`src/rtl/i2c_target_regs.sv`:
```
// I2C target with a 16 x 8-bit register file, oversampled on the system clock.
// Supports pointer writes, auto-incrementing burst write/read and repeated START.
`timescale 1ns/1ps
module i2c_target_regs #(
    parameter logic [6:0] TGT_ADR     = 7'h42,
    parameter int         SYNC_STAGES = 2
) (
    input  logic       clk,
    input  logic       rstn,
    input  logic       scl_i,
    input  logic       sda_i,
    output logic       sda_oe,
    input  logic [3:0] host_addr,
    output logic [7:0] host_rdata,
    output logic       wr_stb,
    output logic [3:0] wr_addr,
    output logic [7:0] wr_data,
    output logic       busy,
    output logic [3:0] dbg_state
);

    typedef enum logic [3:0] {
        S_IDLE      = 4'd0,
        S_ADDR      = 4'd1,
        S_ADDR_ACK  = 4'd2,
        S_PTR       = 4'd3,
        S_PTR_ACK   = 4'd4,
        S_WDATA     = 4'd5,
        S_WDATA_ACK = 4'd6,
        S_RDATA     = 4'd7,
        S_MACK      = 4'd8,
        S_IGNORE    = 4'd9
    } state_t;

    logic [SYNC_STAGES-1:0] r_scl_sync;
    logic [SYNC_STAGES-1:0] r_sda_sync;
    logic                   r_scl_d;
    logic                   r_sda_d;

    state_t     r_state;
    logic [3:0] r_bit_cnt;
    logic [7:0] r_shift;
    logic [3:0] r_ptr;
    logic       r_rw;
    logic       r_mack;
    logic [7:0] r_regs [16];

    logic       w_s_scl;
    logic       w_s_sda;
    logic       w_scl_rise;
    logic       w_scl_fall;
    logic       w_start;
    logic       w_stop;
    logic [7:0] w_byte;
    logic [3:0] w_ptr_inc;

    always_ff @(posedge clk or negedge rstn) begin
        if (!rstn) begin
            r_scl_sync <= '1;
            r_sda_sync <= '1;
            r_scl_d    <= 1'b1;
            r_sda_d    <= 1'b1;
        end else begin
            r_scl_sync <= {r_scl_sync[SYNC_STAGES-2:0], scl_i};
            r_sda_sync <= {r_sda_sync[SYNC_STAGES-2:0], sda_i};
            r_scl_d    <= w_s_scl;
            r_sda_d    <= w_s_sda;
        end
    end

    assign w_s_scl    = r_scl_sync[SYNC_STAGES-1];
    assign w_s_sda    = r_sda_sync[SYNC_STAGES-1];
    assign w_scl_rise = w_s_scl & ~r_scl_d;
    assign w_scl_fall = ~w_s_scl & r_scl_d;
    assign w_start    = w_s_scl & r_sda_d & ~w_s_sda;
    assign w_stop     = w_s_scl & ~r_sda_d & w_s_sda;
    assign w_byte     = {r_shift[6:0], w_s_sda};
    assign w_ptr_inc  = r_ptr + 4'd1;

    assign host_rdata = r_regs[host_addr];
    assign dbg_state  = r_state;

    // Bytes complete on the 8th rising edge; the ACK slot is entered on the
    // following falling edge so sda_oe only ever moves while SCL is low.
    always_ff @(posedge clk or negedge rstn) begin
        if (!rstn) begin
            r_state   <= S_IDLE;
            r_bit_cnt <= 4'd0;
            r_shift   <= 8'h00;
            r_ptr     <= 4'd0;
            r_rw      <= 1'b0;
            r_mack    <= 1'b1;
            sda_oe    <= 1'b0;
            wr_stb    <= 1'b0;
            wr_addr   <= 4'd0;
            wr_data   <= 8'h00;
            busy      <= 1'b0;
            for (int i = 0; i < 16; i++) r_regs[i] <= 8'h00;
        end else begin
            wr_stb <= 1'b0;
            if (w_start) begin
                r_state   <= S_ADDR;
                r_bit_cnt <= 4'd0;
                sda_oe    <= 1'b0;
                busy      <= 1'b1;
            end else if (w_stop) begin
                r_state   <= S_IDLE;
                r_bit_cnt <= 4'd0;
                sda_oe    <= 1'b0;
                busy      <= 1'b0;
            end else begin
                case (r_state)
                    S_ADDR, S_PTR: begin
                        if (w_scl_rise && r_bit_cnt < 4'd8) begin
                            r_shift   <= w_byte;
                            r_bit_cnt <= r_bit_cnt + 4'd1;
                        end else if (w_scl_fall && r_bit_cnt == 4'd8) begin
                            r_bit_cnt <= 4'd0;
                            if (r_state == S_PTR) begin
                                r_ptr   <= r_shift[3:0];
                                sda_oe  <= 1'b1;
                                r_state <= S_PTR_ACK;
                            end else if (r_shift[7:1] == TGT_ADR) begin
                                r_rw    <= r_shift[0];
                                sda_oe  <= 1'b1;
                                r_state <= S_ADDR_ACK;
                            end else begin
                                r_state <= S_IGNORE;
                            end
                        end
                    end
                    S_ADDR_ACK: begin
                        if (w_scl_fall) begin
                            if (r_rw) begin
                                r_shift <= r_regs[r_ptr];
                                sda_oe  <= ~r_regs[r_ptr][7];
                                r_state <= S_RDATA;
                            end else begin
                                sda_oe  <= 1'b0;
                                r_state <= S_PTR;
                            end
                        end
                    end
                    S_PTR_ACK, S_WDATA_ACK: begin
                        if (w_scl_fall) begin
                            sda_oe  <= 1'b0;
                            r_state <= S_WDATA;
                        end
                    end
                    S_WDATA: begin
                        if (w_scl_rise && r_bit_cnt < 4'd8) begin
                            r_shift   <= w_byte;
                            r_bit_cnt <= r_bit_cnt + 4'd1;
                            if (r_bit_cnt == 4'd7) begin
                                r_regs[r_ptr] <= w_byte;
                                wr_stb        <= 1'b1;
                                wr_addr       <= r_ptr;
                                wr_data       <= w_byte;
                                r_ptr         <= w_ptr_inc;
                            end
                        end else if (w_scl_fall && r_bit_cnt == 4'd8) begin
                            r_bit_cnt <= 4'd0;
                            sda_oe    <= 1'b1;
                            r_state   <= S_WDATA_ACK;
                        end
                    end
                    S_RDATA: begin
                        if (w_scl_rise && r_bit_cnt < 4'd8) begin
                            r_bit_cnt <= r_bit_cnt + 4'd1;
                        end else if (w_scl_fall && r_bit_cnt == 4'd8) begin
                            r_bit_cnt <= 4'd0;
                            sda_oe    <= 1'b0;
                            r_state   <= S_MACK;
                        end else if (w_scl_fall && r_bit_cnt != 4'd0) begin
                            r_shift <= {r_shift[6:0], 1'b0};
                            sda_oe  <= ~r_shift[6];
                        end
                    end
                    S_MACK: begin
                        if (w_scl_rise) begin
                            r_mack <= w_s_sda;
                        end else if (w_scl_fall) begin
                            if (!r_mack) begin
                                r_ptr   <= w_ptr_inc;
                                r_shift <= r_regs[w_ptr_inc];
                                sda_oe  <= ~r_regs[w_ptr_inc][7];
                                r_state <= S_RDATA;
                            end else begin
                                r_state <= S_IGNORE;
                            end
                        end
                    end
                    S_IDLE, S_IGNORE: begin
                        sda_oe <= 1'b0;
                    end
                    default: begin
                        sda_oe  <= 1'b0;
                        r_state <= S_IDLE;
                    end
                endcase
            end
        end
    end

endmodule

```
`config.mk`:
```
export PLATFORM = sky130hd
export DESIGN_NAME = i2c_target_regs
export DESIGN_NICKNAME = d
export VERILOG_FILES = /design/src/rtl/i2c_target_regs.sv
export SDC_FILE = /design/constraint.sdc
export NUM_CORES = 1
export LEC_CHECK = 0
export CELL_PAD_IN_SITES_DETAIL_PLACEMENT = 1
export CELL_PAD_IN_SITES_GLOBAL_PLACEMENT = 1
export CORE_UTILIZATION = 57
export CTS_CLUSTER_SIZE = 30
export DETAILED_ROUTE_END_ITERATION = 10
export GPL_TIMING_DRIVEN = 0
export PLACE_DENSITY_LB_ADDON = 0.1
export SETUP_SLACK_MARGIN = 0.4
export SYNTH_ARGS = -nofsm -noshare
export SYNTH_HDL_FRONTEND = slang
export SYNTH_SLANG_ARGS = --single-unit
```
`constraint.sdc`:
```
create_clock -name clk -period 6.2 [get_ports clk]
set_input_delay 0.93 -clock clk [delete_from_list [all_inputs] [get_ports clk]]
set_output_delay 0.93 -clock clk [all_outputs]
set_load 0.03 [all_outputs]
```
Word-level counts from Yosys, hierarchy flattened

Cells that the tools add are included.

Multiply operators: 0
Muxes and demuxes: 78
Reduce and logical (&&, ||, !) cells: 24
Div/mod/pow operators: 0
Eq/ne operators: 40
Bitwise logic cells: 20
Magnitude comparators: 5
Shift operators: 0
Add/sub/neg operators: 2

Operators by type and width:

| cell                  | count |
|---|---|
| $bwmux W128           | 1 |
| $mux W8               | 16 |
| $mux W4               | 28 |
| $bmux W8 S4           | 3 |
| $ne A4 B4 Y1 const B  | 11 |
| $demux W8 S4          | 1 |
| $pmux W8 S4           | 1 |
| $pmux W4 S7           | 1 |
| $ne A2 B2 Y1 const B  | 13 |
| $mux W1               | 24 |
| $reduce_and A12 Y1    | 2 |
| $reduce_and A11 Y1    | 2 |
| $eq A4 B3 Y1 const B  | 5 |
| $ge A5 B5 Y1 const B  | 3 |
| $not A4 Y5            | 3 |
| $eq A4 B4 Y1 const B  | 3 |
| $pmux W4 S3           | 1 |
| $reduce_bool A4 Y1    | 3 |
| $not A1 Y1            | 11 |
| $ne A5 B5 Y1 const B  | 2 |
| $add A4 B1 Y4 const B | 2 |
| $eq A4 B2 Y1 const B  | 2 |
| $eq A7 B7 Y1 const B  | 1 |
| $reduce_and A7 Y1     | 1 |
| other kinds (18)      | 29 |

RAM bits: 0
Memories kept: 0
Bits in registers: 171
Logic and storage cells: 200
Bits in read-only memories: 0
Bits of input ports: 8
Latch bits: 0

Longest topological paths before layout

Word-level depth: 12
Gate-level depth with buffers: 12
Depth with buffers taken out: 8

Worst setup path before layout

No wires, ideal clock.

Path type: input -> output
Start point: input host_addr[0]
End point: output host_rdata[0]
Data arrival time: 2548 ps
Slack: 2722 ps
Path buffers: 2
Stages on the path: 4
Cells stage by stage: clkbuf_1 > buf_2 > mux4_2 > mux4_2

Longest elaborated chain between the ends: 4

Ends and longest elaborated chain:

| item                                        | RTL line | RTL |
|---|---|---|
| start: declaration                          | 13       | `input logic [3:0] host_addr,` |
| $not A4 Y5 (implied by the code)            | 80       | `assign host_rdata = r_regs[host_addr];` |
| $bmux W8 S4                                 | 80       |  |
| $mux W8 (implied by the code) (2 in series) | 80       |  |
| end: declaration                            | 14       | `output logic [7:0] host_rdata,` |

No other way between the ends. The select of a mux whose other input is x is not followed.

Worst setup path in the final report

Start point: input host_addr[1]
End point: output host_rdata[2]

Same word-level chain as after synthesis.

==> flow_summary.yaml <==
yosys:
  ys.flop_type: "dfrtp_1"
  synth_warnings: 0
  post_synth_and_or_nand_nor_area_fraction: 0.0863
  synthXorXnorAreaFrac: 0.00490
  async_flop_share: 1.00
  synthCells: 738
  synthAdderAreaFrac: 0.00717
  synth_nets: 752
  synth.distinct_cells: 63
  yosysSeqAreaShare: 0.410
  syn_area_sq_um: 10500
  synth_edf_count: 0
  synth_mux_area_frac: 0.414
  syn_avg_cell_area_sq_um: 14.2
  ys_ff_latch: 171
  synth_top_family_by_area: "multiplexers"
  synth-compound-area-share: 0.0478
final_layout:
  final_cell_mix: "164 x dfrtp_1, 100 x mux4_2, 87 x mux2_1, 39 x nand2_1"
  stdcell_area_sq_um: 11700
  fill_cells: 1671
  layout_commonest_cell: "dfrtp_1"
  fin_nets: 803
  syn_to_final_growth_pct: 11.9
  diodes: 0
  drive_gt1_frac: 0.314
grt:
  grt_pass1_vias: 8090
  grt_pass1_wl_mm: 51.0
  globalRouteTotalUtil: 0.387
  grtUsageMet1: 0.491
  antenna_found_initial: 0
  met3_usage: 0.0706
  grt_overflow: 0
  use_met2: 0.622
  top_usage_layer: "met2"
  grt_max_degree: 128
floorplanning:
  placeableCoreArea_sq_um: 18000
  die_area_sq_um: 18900
  die_w_um: 138
  die_h_um: 138
  ioPinCount: 35
  rows: 49
  initial_utilization: 0.583
route:
  drcViolationCount: 0
  first_pass_iters: 5
  wire_per_inst_um: 32.8
  drt_iter0_markers: 759
  final_antenna_net_count: 0
  routed_wl_mm: 33.8
  routed_via_density: 7.24
  num_vias: 7464
placed_design:
  io_buffers: 31
  dp_hpwl_mm: 22.2
  dp_slack_ns: 1.48
  placed_area_sq_um: 11100
  place_congestion: 0.911
worst_setup_path:
  startpoint_type: "input port"
  worstPathArrival_ns: 3.92
  endpoint_kind: "output port"
  cp_data_required_time_ns: 5.27
  reg2regPathDepth: 12
  crit_type: "input port to output port"
  crit_path_max_fanout: 10
clocking:
  insertion_delay_ns: 0.45
  clockRootBuffer: "clkbuf_16"
  cts_setup_buffers: 0
  cts-resized-gates: 0
  cts_tree: "built"
  cts_hold_buf: 0
  clk_path_buf_depth: 2
  numCtsBuffers: 17
  clk_pin_slew_worst_paths_ns: 0.07
  cts_sinks: 171
  htree_levels: 4
sta:
  finalSetupViolCount: 0
  max_freq_ghz: 0.206
  relSlewSlack: 0.265
  skew_ns: 0.0193
  min_period_ns: 4.85
  tns_ns: 0
  slew_violations: 0
  timing.final.ws_setup_ns: 1.35
  post-route-period-util: 0.783
  grt_setup_unrepaired: "no"
  worst_pin_slew_ns: 1.09
  final_hold_viol_count: 0
hold_path:
  holdCritPathClass: "flip-flop to flip-flop"
  hold_depth: 0
run:
  maxCapViolCount: 0
power:
  worst_ir_drop_vdd_mv: 0.242
  total_power_mw: 3.70
  p_per_area_nw_per_um2: 316
  leakage_nw: 5.27
outcome:
  status: "complete, no violations"
## routing by layer
metal,up-vias,wire length (um)
met3,116,2530
met5,-,0
met1,3945,12600
li1,2955,-
met4,0,1980
met2,448,16700
## critical path, stage by stage
cell and delay [ns]:
clkdlybuf4s50_1 0.61, clkbuf_1 0.78, mux4_2 0.48, mux4_2 0.50
clkdlybuf4s50_1 0.61
## cell type report
| class | count | area (sq um) | share of cell area |
|---|---|---|---|
| repair buffers | 32 | 343 | 0.0293 |
| clock buffers | 17 | 425 | 0.0363 |
| plain buffers | 63 | 297 | 0.0253 |
| multi-input cells | 499 | 5870 | 0.501 |
| inverters | 5 | 18.8 | 0.00160 |
| clock inverters | 15 | 193 | 0.0164 |
| well taps | 229 | 287 | 0.0245 |
| flip-flops and latches | 171 | 4290 | 0.366 |
## synth_stat cells, types with 2 or more instances
library cell / instances / share of area
mux2_1: 87 / 0.094
dfstp_2: 7 / 0.018
a22oi_1: 2 / 0.0014
buf_2: 20 / 0.0096
nand4_1: 2 / 0.0012
nand3b_1: 3 / 0.0022
a2bb2oi_1: 2 / 0.0017
and2_1: 2 / 0.0012
buf_1: 7 / 0.0025
ha_1: 6 / 0.0072
nor2_1: 32 / 0.011
nand3_4: 12 / 0.020
nand4_4: 4 / 0.0081
clkbuf_1: 31 / 0.011
o21ai_0: 17 / 0.0081
mux4_2: 100 / 0.22
xor2_1: 4 / 0.0033
buf_4: 3 / 0.0022
mux2i_1: 32 / 0.031
inv_1: 5 / 0.0018
nor3_1: 6 / 0.0029
nand3_1: 8 / 0.0038
a21oi_1: 22 / 0.011
dfrtp_1: 164 / 0.39
mux2_4: 32 / 0.046
a311oi_1: 3 / 0.0025
o21ai_1: 2 / 0.00096
o22a_1: 5 / 0.0042
nand2b_1: 6 / 0.0036
nor4b_1: 2 / 0.0017
o221a_2: 2 / 0.0022
nor2b_1: 5 / 0.0030
and3_1: 3 / 0.0018
nand2_1: 39 / 0.014
o211ai_1: 7 / 0.0050
mux2_2: 27 / 0.029
## kinds of logic after synthesis
group	count (synthesis)
muxes	278
and+or+nand+nor	135
AOI/OAI and AO/OA	75
adders and majority gates	6
buffers and inverters	68
xor gates and xnor gates	5
DFF	171
## stage by stage
stage	std cells	hold slack (ns)	util
2_1_floorplan	738	0.345	-
3_3_place_gp	998	0.346	0.616
3_5_place_dp	999	0.347	0.618
4_1_cts	1031	0.358	0.652
5_1_grt	1031	0.360	0.652
6_report	1031	0.356	0.652
## flip-flops by register name, summed over array words and instances, names as in the netlist, 2 cells and up
name	flops
r_sda_sync	2
r_scl_sync	2
r_ptr	4
r_bit_cnt	4
r_regs	128
wr_data	8
dbg_state	4
wr_addr	4
r_shift	8
## path summary, 6_finish.rpt
kind	end	start	slack (ns)
worst max-delay path	host_rdata[2]	host_addr[1]	1.35
worst min-delay path	r_scl_sync[1]$_DFF_PN1_	r_scl_sync[0]$_DFF_PN1_	0.36
worst max register to register	r_shift[4]$_DFFE_PN0P_	r_ptr[1]$_DFFE_PN0P_	1.74
worst min register to register	r_scl_sync[1]$_DFF_PN1_	r_scl_sync[0]$_DFF_PN1_	0.36
max in group asynchronous	r_regs[114]$_DFFE_PN0P_	rstn	4.87
min in group asynchronous	r_bit_cnt[0]$_DFFE_PN0P_	rstn	0.38
## power by group
part / internal, mW / total (mW) / switching [mW]
sequential: 1.15 / 1.20 / 0.0473
clock: 0.617 / 1.15 / 0.529
combinational: 0.439 / 1.35 / 0.914
Note: power is estimated with default switching activity, not from simulation.
==> variant 1, RTL diff (same settings) <==
Register the output `host_rdata`, without a reset; this adds one clock of latency there. The other outputs are not delayed to match.
--- a/src/rtl/i2c_target_regs.sv
+++ b/src/rtl/i2c_target_regs.sv
@@ -77,7 +77,9 @@
     assign w_byte     = {r_shift[6:0], w_s_sda};
     assign w_ptr_inc  = r_ptr + 4'd1;
 
-    assign host_rdata = r_regs[host_addr];
+    always_ff @(posedge clk) begin
+        host_rdata <= r_regs[host_addr];
+    end
     assign dbg_state  = r_state;
 
     // Bytes complete on the 8th rising edge; the ACK slot is entered on the
Check against the original RTL: no difference found for any inputs over 4 cycles, from zero or initial values and one cycle with rstn low; that may be too few to reach the edited logic, so the function may still have changed.
==> variant 1 against the original RTL <==
Hold slack better by 0.0065 ns. Power is 9.4% higher. Combinational power is 22% higher. Design area is 0.84% lower. Global-route usage is 0.92 points lower. Synthesized cell count is 0.14% lower. Worst setup slack worse by 0.42 ns. Sequential cell count is 8 higher. Routed wire length is 2.7% lower. Synthesized area is 0.63% lower. Clock power is 4% lower.
==> variant 1: results (changes against the original RTL) <==
finish:
  multi_input_gates: 470  # was 499
  clkCellAreaFrac_pct: 5.04  # was 5.27%
  multi_input_area_share_pct: 47.4  # was 50.1%
  nets: 802  # was 803
  num-fill-cells: 1669  # was 1671
  layout-drive-gt1-share_pct: 40.7  # was 31.4%
  nClkBuffers: 19  # was 17
  area_growth_pct: 11.7  # was 11.9%
  final-nonclk-buf-share_pct: 6.52  # was 5.46%
  inv_count: 8  # was 5
  buffers: 112  # was 95
grt:
  grt_use_met3_pct: 7.74  # was 7.06%
  grt_max_degree: 106  # was 128
  grt_first_pass_wirelength_mm: 49.8  # was 51.0 mm
  antenna_found_initial: 0  # unchanged
  use_met1_pct: 48.8  # was 49.1%
  grt_use_total_pct: 37.8  # was 38.7%
  grt_use_met2_pct: 58.6  # was 62.2%
yosys:
  ys_types: 58  # was 63
  synthAdderAreaFrac_pct: 0.722  # was 0.717%
  postSynth.asyncResetShare_pct: 95.5  # was 100%
  synthXorXnorAreaFrac_pct: 0.253  # was 0.490%
  syn-cell-area_um2: 10400  # was 10500 um2
  yosysSeqAreaShare_pct: 42.8  # was 41.0%
  synth-compound-area-share_pct: 6.51  # was 4.78%
  synth_mux_area_share_pct: 40.1  # was 41.4%
  synth_cells: 737  # was 738
  yosys-top-cells-count: "dfrtp_1, mux2_2, mux4_2"  # was dfrtp_1, mux4_2, mux2_1
  ys_top_cells_by_area: "dfrtp_1, mux4_2, mux2_2, dfstp_2, mux2i_1"  # was dfrtp_1, mux4_2, mux2_1, mux2_4, mux2i_1
  ys_ff_latch: 179  # was 171
  syn_nets: 751  # was 752
place:
  placed_cells: 998  # was 999
  post-place-ws_ns: 1.24  # was 1.48 ns
  place.gp.congestion: 0.954  # was 0.911
  hpwl_mm: 22.4  # was 22.2 mm
detailed_routing:
  wl_met3_mm: 2.47  # was 2.53 mm
  wirelength_met1_mm: 12.4  # was 12.6 mm
  dr_total_vias: 7462  # was 7464
  vias_per_cell: 7.24  # about the same
  wl_met2_mm: 15.9  # was 16.7 mm
  drt-initial-drc-count: 722  # was 759
  wl_per_cell_um: 31.9  # was 32.8 um
sta:
  worst_clock_skew_ns: 0.00976  # was 0.0193 ns
  whs_ns: 0.363  # was 0.356 ns
  worstMarginPinSlew_ns: 0.987  # was 1.09 ns
critical_path:
  crit_start: "r_ptr[1]$_DFFE_PN0P_"  # was host_addr[1]
  critical_path.max_fanout: 10  # unchanged
  critPathArrivalTime_ns: 5.61  # was 3.92 ns
  r2r_end: "r_shift[1]$_DFFE_PN0P_"  # was r_shift[4]$_DFFE_PN0P_
  critPathCapture: "r_shift[1]$_DFFE_PN0P_"  # was host_rdata[2]
outcome:
  status: "complete, no violations"  # unchanged
hold_path:
  whs_path_depth: 0  # unchanged
power:
  ir_drop_uv: 283  # was 242 uV
  p_leak_nw: 5.10  # was 5.27 nW
==> variant 1: cell count changes after synthesis, moves of 12 or more <==
cell and change:
nor2_1 -17, mux2_4 -32, mux2_2 +105, and3_1 +15
mux2i_1 -15, nand2_1 -26, buf_4 +15, mux2_1 -74
nand3_4 -12, a211oi_1 +17
==> variant 1: worst max-delay path, cell delays in order (launching register included) <==
cell,delay [ns]
dfrtp_1,0.37
clkbuf_1,0.65
buf_2,0.45
buf_1,0.73
inv_1,0.21
ha_1,0.33
buf_2,0.22
buf_2,0.39
buf_2,0.49
mux4_2,0.57
mux2i_1,0.35
a211oi_1,0.16
o22a_1,0.21
==> variant 1: power by group <==
part           internal (W)  total, W  switching (W)
Sequential          0.00123   0.00130      0.0000633
Combinational      0.000563   0.00165        0.00108
Clock              0.000581   0.00110       0.000523
==> variant 1: cell families after synthesis <==
group	after synthesis
flops	179
simple gates	96
xor+xnor	3
mux	267
compound gates	98
fa+ha+maj	6
buf+inv	88
==> variant 2, RTL diff (config.mk and constraints unchanged) <==
Made on the original files. The parameter `SYNC_STAGES` goes from 2 to 4.
--- a/src/rtl/i2c_target_regs.sv
+++ b/src/rtl/i2c_target_regs.sv
@@ -3,7 +3,7 @@
 `timescale 1ns/1ps
 module i2c_target_regs #(
     parameter logic [6:0] TGT_ADR     = 7'h42,
-    parameter int         SYNC_STAGES = 2
+    parameter int         SYNC_STAGES = 4
 ) (
     input  logic       clk,
     input  logic       rstn,
Function: changed (a bounded check fails within 4 cycles, from zero or initial values and one cycle with rstn low).
==> variant 2 against the original RTL <==
Power increased by 6.3%. Worst setup slack got worse by 0.24 ns. Global-route usage increased by 2.1 points. Highest routed layer unchanged. Combinational power increased by 16%. Routed wire length increased by 6.2%. Design area decreased by 0.35%. Sequential cell count increased by 4. Synthesized area decreased by 0.14%. Non-clock buffer count increased by 6. First-iteration DRC count decreased by 0.40%. Count of clock-buffer cells in the layout increased by 2. Sequential share of layout area increased by 1.0 points. Core utilization decreased by 0.23 points. Register-to-register slack got worse by 0.63 ns.
==> variant 2: results (changes against the original RTL) <==
finish:
  clkCellAreaFrac_pct: 5.07  # was 5.27%
  multi_input_area_share_pct: 49.0  # was 50.1%
  nClkBuffers: 19  # was 17
  multi_input_gates: 521  # was 499
  nets: 839  # was 803
  layout-drive-gt1-share_pct: 40.1  # was 31.4%
  seq_share_pct: 37.6  # was 36.6%
  fin_cells: 1067  # was 1031
  inv_count: 9  # was 5
  num-fill-cells: 1708  # was 1671
place:
  place_area_um2: 11100  # about the same
  post-place-ws_ns: 1.22  # was 1.48 ns
  hpwl_mm: 24.0  # was 22.2 mm
  place.gp.congestion: 0.953  # was 0.911
  placed_cells: 1035  # was 999
grt:
  grt_use_met3_pct: 11.1  # was 7.06%
  grt_first_pass_wirelength_mm: 53.7  # was 51.0 mm
  use_met1_pct: 51.7  # was 49.1%
  grt_use_total_pct: 40.8  # was 38.7%
  grt_use_met2_pct: 62.3  # was 62.2%
  grt_pass1_vias: 8386  # was 8090
sta:
  whs_ns: 0.352  # was 0.356 ns
  worst_slack_ns: 1.11  # was 1.35 ns
  slew_headroom_pct: 17.0  # was 26.5%
  worst_clock_skew_ns: 0.0142  # was 0.0193 ns
critical_path:
  path_class: "register to register"  # was input port to primary output
  critPathArrivalTime_ns: 5.34  # was 3.92 ns
  critPathCapture: "r_shift[6]$_DFFE_PN0P_"  # was host_rdata[2]
  slowest_delay_ns: 0.58  # was 0.78 ns
  critical_path.max_fanout: 11  # was 10
  r2r_start: "r_ptr[0]$_DFFE_PN0P_"  # was r_ptr[1]$_DFFE_PN0P_
  reg2reg_depth: 14  # was 12
  crit_path_top_delay_cell: "mux4_2"  # was clkbuf_1
hold_path:
  hp-start: "r_sda_sync[2]$_DFF_PN1_"  # was r_scl_sync[0]$_DFF_PN1_
yosys:
  syn_nets: 788  # was 752
  yosys-top-cells-count: "dfrtp_1, mux2_2, mux4_2"  # was dfrtp_1, mux4_2, mux2_1
  ys_top_cells_by_area: "dfrtp_1, mux4_2, mux2_2, dfstp_2, mux2_4"  # was dfrtp_1, mux4_2, mux2_1, mux2_4, mux2i_1
  ys_types: 60  # was 63
  yosysSeqAreaShare_pct: 42.0  # was 41.0%
  synth_cells: 774  # was 738
detailed_routing:
  drt-initial-drc-count: 756  # was 759
  wl_met3_mm: 3.37  # was 2.53 mm
  wirelength_met1_mm: 13.4  # was 12.6 mm
  wl_per_cell_um: 33.6  # was 32.8 um
  wl_met2_mm: 16.8  # was 16.7 mm
  vias_per_cell: 7.46  # was 7.24
power:
  power_switching_w: 0.00167  # was 0.00149 W
  ir_drop_uv: 271  # was 242 uV
outcome:
  status: "complete, no violations"  # unchanged
clock_network:
  clkLatencyLatePin_ns: 0.45  # about the same
[variant 2: power by group through the flow]
stage / Combinational (W) / Clock, W / Sequential, W
floorplan: 0.000972 / 0 / 0.00127
global placement: 0.00143 / 0 / 0.00127
detailed placement: 0.00150 / 0 / 0.00128
CTS: 0.00152 / 0.00111 / 0.00126
global route: 0.00163 / 0.00115 / 0.00127
finish: 0.00156 / 0.00111 / 0.00126
[variant 2: cell families (layout without fill, tap and decap cells)]
| logic type | count (synthesis) | in the layout | synth area share (%) |
|---|---|---|---|
| buffers and inverters | 78 | 142 | 3.28 |
| AOI/OAI and AO/OA | 86 | 86 | 5.66 |
| and+or+nand+nor | 157 | 157 | 7.90 |
| muxes | 267 | 267 | 40.0 |
| adders and majority gates | 6 | 6 | 0.718 |
| xor gates and xnor gates | 5 | 5 | 0.419 |
| DFF | 175 | 175 | 42.0 |
